[src/rtl/core_seq_ctrl.sv]
// core_seq_ctrl: instruction sequencer for core.inst.
// For each kernel index kij it streams col weight rows into L0 (load), then
// len_nij activation rows (execute), then one flush cycle. A drain engine in
// parallel writes every ofifo_valid beat into psum memory at consecutive
// addresses until len_nij*num_kij psums have been stored.
//
// Optional build macro: CORE_SEQ_PERF_EN adds the stall_cnt/run_cnt outputs.
//
// Ports:
//   clk          clock, rising edge
//   reset        asynchronous active-low reset
//   start        one-cycle pulse, sampled only while idle
//   num_kij      kernel positions to run (clamped to max_kij), latched on start
//   l0_ready     L0 can accept a row this cycle
//   ofifo_valid  OFIFO holds a psum row
//   inst         50-bit core instruction word (registered)
//   busy         high from the cycle after an accepted start until done
//   done         one-cycle completion pulse
//   stall_cnt    (CORE_SEQ_PERF_EN) cycles in WLOAD/ACT with l0_ready low
//   run_cnt      (CORE_SEQ_PERF_EN) cycles with busy high
module core_seq_ctrl #(
  parameter int unsigned col     = 8,
  parameter int unsigned len_nij = 1024,
  parameter int unsigned max_kij = 9,
  parameter logic [10:0] wbase   = 11'h400
) (
  input  logic        clk,
  input  logic        reset,
  input  logic        start,
  input  logic [3:0]  num_kij,
  input  logic        l0_ready,
  input  logic        ofifo_valid,
  output logic [49:0] inst,
  output logic        busy,
  output logic        done
`ifdef CORE_SEQ_PERF_EN
  ,
  output logic [15:0] stall_cnt,
  output logic [23:0] run_cnt
`endif
);

  localparam int unsigned ROW_W = $clog2((len_nij > col) ? len_nij : col);
  localparam int unsigned CNT_W = 16;

  typedef enum logic [2:0] {
    S_IDLE,
    S_WLOAD,
    S_ACT,
    S_FLUSH,
    S_DRAIN
  } state_t;

  state_t             state_q, state_d;
  logic [3:0]         kij_q, kij_d;
  logic [3:0]         nkij_q, nkij_d;
  logic [ROW_W-1:0]   row_q, row_d;
  logic [CNT_W-1:0]   target_q, target_d;
  logic [CNT_W-1:0]   drain_cnt_q;
  logic               busy_q, busy_d;
  logic               done_q, done_d;
  logic               start_ok;
  logic [3:0]         nk_clamped;

  // Issue decision for the current cycle
  logic               cen0_d;
  logic [10:0]        a0_d;
  logic [2:0]         lem_d;     // {mode, execute, load}
  logic               pm_wr_d;

  // Instruction field registers
  logic               cen0_q;
  logic [10:0]        a0_q;
  logic               pm_wr_q;
  logic [13:0]        apm_q;
  logic [2:0]         lem_p1, lem_p2, lem_q;
  logic               l0_wr_q, l0_rd_q;

  assign nk_clamped = (num_kij > 4'(max_kij)) ? 4'(max_kij) : num_kij;

  always_ff @(posedge clk or negedge reset) begin
    if (!reset) begin
      state_q  <= S_IDLE;
      kij_q    <= '0;
      nkij_q   <= '0;
      row_q    <= '0;
      target_q <= '0;
      busy_q   <= 1'b0;
      done_q   <= 1'b0;
    end else begin
      state_q  <= state_d;
      kij_q    <= kij_d;
      nkij_q   <= nkij_d;
      row_q    <= row_d;
      target_q <= target_d;
      busy_q   <= busy_d;
      done_q   <= done_d;
    end
  end

  always_comb begin
    state_d  = state_q;
    kij_d    = kij_q;
    nkij_d   = nkij_q;
    row_d    = row_q;
    target_d = target_q;
    busy_d   = busy_q;
    done_d   = 1'b0;
    start_ok = 1'b0;
    cen0_d   = 1'b1;
    a0_d     = '0;
    lem_d    = '0;
    case (state_q)
      S_IDLE: begin
        if (start) begin
          start_ok = 1'b1;
          if (nk_clamped == 4'd0) begin
            done_d = 1'b1;
          end else begin
            state_d  = S_WLOAD;
            kij_d    = '0;
            row_d    = '0;
            nkij_d   = nk_clamped;
            target_d = CNT_W'(len_nij * nk_clamped);
            busy_d   = 1'b1;
          end
        end
      end
      S_WLOAD: begin
        if (l0_ready) begin
          cen0_d = 1'b0;
          a0_d   = 11'(wbase + kij_q * col + row_q);
          lem_d  = 3'b001;
          if (row_q == ROW_W'(col - 1)) begin
            row_d   = '0;
            state_d = S_ACT;
          end else begin
            row_d = row_q + ROW_W'(1);
          end
        end
      end
      S_ACT: begin
        if (l0_ready) begin
          cen0_d = 1'b0;
          a0_d   = 11'(row_q);
          lem_d  = 3'b010;
          if (row_q == ROW_W'(len_nij - 1)) begin
            row_d   = '0;
            state_d = S_FLUSH;
          end else begin
            row_d = row_q + ROW_W'(1);
          end
        end
      end
      S_FLUSH: begin
        lem_d = 3'b111;
        kij_d = kij_q + 4'd1;
        if ((kij_q + 4'd1) < nkij_q) state_d = S_WLOAD;
        else                         state_d = S_DRAIN;
      end
      S_DRAIN: begin
        // drain_cnt_q is already registered, so the final pmem write is
        // on inst at least one cycle before done rises.
        if (drain_cnt_q >= target_q) begin
          done_d  = 1'b1;
          busy_d  = 1'b0;
          state_d = S_IDLE;
        end
      end
      default: state_d = S_IDLE;
    endcase
  end

  // Drain engine: independent of the issue FSM, stops at the target count.
  assign pm_wr_d = busy_q & ofifo_valid & (drain_cnt_q < target_q);

  always_ff @(posedge clk or negedge reset) begin
    if (!reset) begin
      drain_cnt_q <= '0;
    end else if (start_ok) begin
      drain_cnt_q <= '0;
    end else if (pm_wr_d) begin
      drain_cnt_q <= drain_cnt_q + CNT_W'(1);
    end
  end

  // Memory fields register once; load/execute/mode pass two extra stages so
  // they line up with xmem read data reaching L0.
  always_ff @(posedge clk or negedge reset) begin
    if (!reset) begin
      cen0_q  <= 1'b1;
      a0_q    <= '0;
      pm_wr_q <= 1'b0;
      apm_q   <= '0;
      lem_p1  <= '0;
      lem_p2  <= '0;
      lem_q   <= '0;
      l0_wr_q <= 1'b0;
      l0_rd_q <= 1'b0;
    end else begin
      cen0_q  <= cen0_d;
      a0_q    <= a0_d;
      pm_wr_q <= pm_wr_d;
      apm_q   <= drain_cnt_q[13:0];
      lem_p1  <= lem_d;
      lem_p2  <= lem_p1;
      lem_q   <= lem_p2;
      l0_wr_q <= ~cen0_q;  // WEN0 is always 1, so only CEN0 matters
      l0_rd_q <= l0_wr_q;
    end
  end

  assign inst = {1'b0,          // [49]    acc
                 ~pm_wr_q,      // [48]    CEN_pmem
                 ~pm_wr_q,      // [47]    WEN_pmem
                 apm_q,         // [46:33] A_pmem
                 1'b1,          // [32]    CEN1_xmem
                 11'd0,         // [31:21] A1_xmem
                 cen0_q,        // [20]    CEN0_xmem
                 1'b1,          // [19]    WEN0_xmem
                 a0_q,          // [18:8]  A0_xmem
                 pm_wr_q,       // [7]     ofifo_rd
                 2'b00,         // [6:5]   ififo_wr/ififo_rd
                 l0_rd_q,       // [4]     l0_rd
                 l0_wr_q,       // [3]     l0_wr
                 lem_q};        // [2:0]   mode/execute/load

  assign busy = busy_q;
  assign done = done_q;

`ifdef CORE_SEQ_PERF_EN
  always_ff @(posedge clk or negedge reset) begin
    if (!reset) begin
      stall_cnt <= '0;
      run_cnt   <= '0;
    end else if (start_ok) begin
      stall_cnt <= '0;
      run_cnt   <= '0;
    end else begin
      if ((state_q == S_WLOAD || state_q == S_ACT) && !l0_ready && stall_cnt != '1)
        stall_cnt <= stall_cnt + 16'd1;
      if (busy_q && run_cnt != '1)
        run_cnt <= run_cnt + 24'd1;
    end
  end
`endif

endmodule

[config.mk]
export PLATFORM = sky130hd
export DESIGN_NAME = core_seq_ctrl
export DESIGN_NICKNAME = d
export VERILOG_FILES = /design/src/rtl/core_seq_ctrl.sv
export SDC_FILE = /design/constraint.sdc
export NUM_CORES = 1
export LEC_CHECK = 0
export ABC_AREA = 1
export CORE_ASPECT_RATIO = 1.4
export CORE_UTILIZATION = 49
export CTS_CLUSTER_SIZE = 8
export DETAILED_ROUTE_END_ITERATION = 12
export HOLD_SLACK_MARGIN = 0.05
export PLACE_DENSITY = 0.76
export SYNTH_ARGS = -nofsm -noshare
export SYNTH_HDL_FRONTEND = slang
export SYNTH_SLANG_ARGS = --single-unit
[constraint.sdc]
create_clock -name clk -period 1.8 [get_ports clk]
set_input_delay 0.18 -clock clk [delete_from_list [all_inputs] [get_ports clk]]
set_output_delay 0.18 -clock clk [all_outputs]
set_load 0.005 [all_outputs]
==> qor.csv <==
metric;value;unit
outcome;completed;
place_inst;626;
syn_area;4070;um2
cpPeakStageDelay;0.39;ns
core_area;8100;um2
grt_max_degree;41;
drv_cap;0;
clk_pin_slew_worst_paths;0.06;ns
antenna_cells;0;
synth_top_area_share;46.7;%
ioPinCount;61;
totalWireLength;9480;um
stdcell_area;5070;um2
p_seq_share;34.4;%
finClkSkew;0.00579;ns
drtIter0Drc;214;
drive_gt1_share;16.9;%
synthArstFlopShare;100;%
drt-wirelength-per-cell;14.7;um
yosysMostFrequentCell;nand2_1;
vias;3436;
critical_path.cell_chain;buf_6 -> ha_4 -> xor2_1 -> ha_1 -> nand2_1 -> o21bai_4 -> nand3_2 -> nand2_2 -> nand3_2 -> nand2_1;
clkPwrFrac;26.7;%
register_area;1930;um2
crit_type;reg2reg;
syn_to_final_growth;24.6;%
r2r_end;state_q[0];
tritoncts;yes;
fillers;713;
synthCells;475;
worstSkewPairLatency;0.34;ns
tightest_slew;0.501;ns
slew_headroom;66.6;%
period_share;94.6;%
p_per_area;1320;nW/um2
swShare;37.6;%
setup_viol;0;
cts_buffer_depth;2;
fin_hold_ws;0.347;ns
maxSlewViolCount;0;
multi_input_area;1860;um2
power_leakage;2.51;nW
grt_pass1_vias;3373;
die_y;110;um
h-tree-depth;3;
hp-class;in2async;
required;2.03;ns
cts_root_buffer;clkbuf_16;
intPower;4.19;mW
fmax;587;MHz
die_x;79.1;um
synth_area_leaders;dfrtp_1 (47%), nand2_1 (9.5%), nand3_1 (5.9%);
antenna_left;0;
num-nets-final;563;
ys.flop_type;dfrtp_1;
fin_crit;1.70;ns
r2r_slack;0.1;ns
rows;39;
yosysWarnings;0;
port_buffers;44;
synth-seq-area-share;47.3;%
synth_edf_count;0;
remaining_drc_errors;0;
cts_inserted_buffers;9;
reg2regPathDepth;10;
vdd_drop_max;0.672;mV
grtUsageTotal;23.6;%
ys_seq_elements;77;
first_pass_iters;5;
synth.avg_cell_area;8.57;um2
worstSetupEndpointType;register;
place_area;4630;um2
reg2reg_from;kij_q[0];
fin_cells;645;
grt_first_pass_wirelength;15300;um
via_per_inst;5.33;
final_util;62.7;%
slowest_stage;dfrtp_1;
dp_hpwl;7180;um
place_congestion;0.937;
cp_max_fo;5;
die_area;8690;um2
synth_top_cell_by_area;dfrtp_1;
overflow;0;
hold_violations;0;
synth_top_cells_by_count;nand2_1 (103), dfrtp_1 (76), inv_1 (51);
p_sw;2.53;mW
initial_core_util;50.3;%
cts.sinks;77;
cp.arrival;1.93;ns
power_frac_comb;38.9;%
tns;0;ns
start_kind;register;
yosysUniqueCellTypes;39;
antenna_found_initial;0;
layout by cell type, fill, tap and decap left out, types with 8 or more instances in the layout:
master           count
inv_1               50
clkdlybuf4s50_1     43
o21ai_0             15
nand4_1             20
conb_1              16
nor2_1              25
buf_4               20
xor2_1              10
nor3_1              11
nand2_2             10
ha_1                10
nand2_1            101
dfrtp_1             76
clkbuf_16            9
inv_2                9
a21oi_1              8
nand3_1             45
worst max-delay path: cells and delay by family, from the launching register on:
family / cells / cell delay [ns]
buffers and inverters: 1 / 0.14
adders and majority gates: 2 / 0.44
and+or+nand+nor: 5 / 0.29
AOI/OAI and AO/OA: 1 / 0.17
DFF: 1 / 0.39
xor gates and xnor gates: 1 / 0.17
routing by layer:
layer	up-vias	share of wire, %	GRT usage, %
met3	43	4.2	4.65
met1	1649	35	23.2
met4	0	6.1	20.3
met2	108	55	42.2
li1	1636	-	-
met5	-	0	0
per-stage QoR:
| stage | total power [mW] | setup slack [ns] |
|---|---|---|
| 5_1_grt | 7.15 | -0.00665 |
| 3_3_place_gp | 4.59 | -0.00371 |
| 3_5_place_dp | 4.69 | -0.0710 |
| 4_1_cts | 6.54 | 0.0348 |
| 6_report | 6.71 | 0.0969 |
| 2_1_floorplan | 3.93 | 0.0633 |
how the worst max path moves through the flow:
stage,slack [ns],startpoint,cells after the start,end
5_1_grt,-0.007,target_q[13],9,drain_cnt_q[2]
6_report,0.1,kij_q[0],10,state_q[0]
3_5_place_dp,-0.07,kij_q[0],8,a0_q[9]
2_1_floorplan,0.06,row_q[3],8,a0_q[9]
3_3_place_gp,-0.004,kij_q[0],8,a0_q[9]
4_1_cts,0.03,kij_q[0],8,a0_q[9]
power groups by stage:
| stage | combinational, mW | sequential (mW) | clock (mW) |
|---|---|---|---|
| after floorplan | 1.65 | 2.28 | 0 |
| after CTS | 2.39 | 2.31 | 1.84 |
| after detailed placement | 2.36 | 2.33 | 0 |
| after global routing | 2.89 | 2.35 | 1.91 |
| final | 2.61 | 2.31 | 1.79 |
| after global placement | 2.28 | 2.31 | 0 |
cells by family after synthesis:
family,synth area share [%]
AOI/OAI and AO/OA,7.16
xor gates and xnor gates,2.58
adders and majority gates,5.10
buffers and inverters,10.8
DFF,47.3
other,0.184
and+or+nand+nor,26.8
state kept, by name, indices dropped and copies added (netlist names):
register     count
lem_q            3
lem_p1           3
kij_q            4
drain_cnt_q     16
l0_rd_q          1
row_q           10
l0_wr_q          1
a0_q            11
target_q         4
state_q          3
lem_p2           3
pm_wr_q          1
busy             1
apm_q           14
cen0_q           1
done             1
what timing repair did:
item,4_1_cts,5_1_grt
setup buffers,0,2
hold buffers,1,0
gates resized for setup,2,23
hold endpoints to repair,37,0
pin swaps,2,4
endpoints found under the setup margin,3,20
area by class of cell:
cell class              instances  area share (%)
clock inverters                 7            1.48
flip-flops and latches         77            38.0
well taps                     102            2.51
inverters                      59            4.36
repair buffers                 67            12.5
clock buffers                   9            4.44
multi-input cells             324            36.7
(Power assumes the default switching activity.)
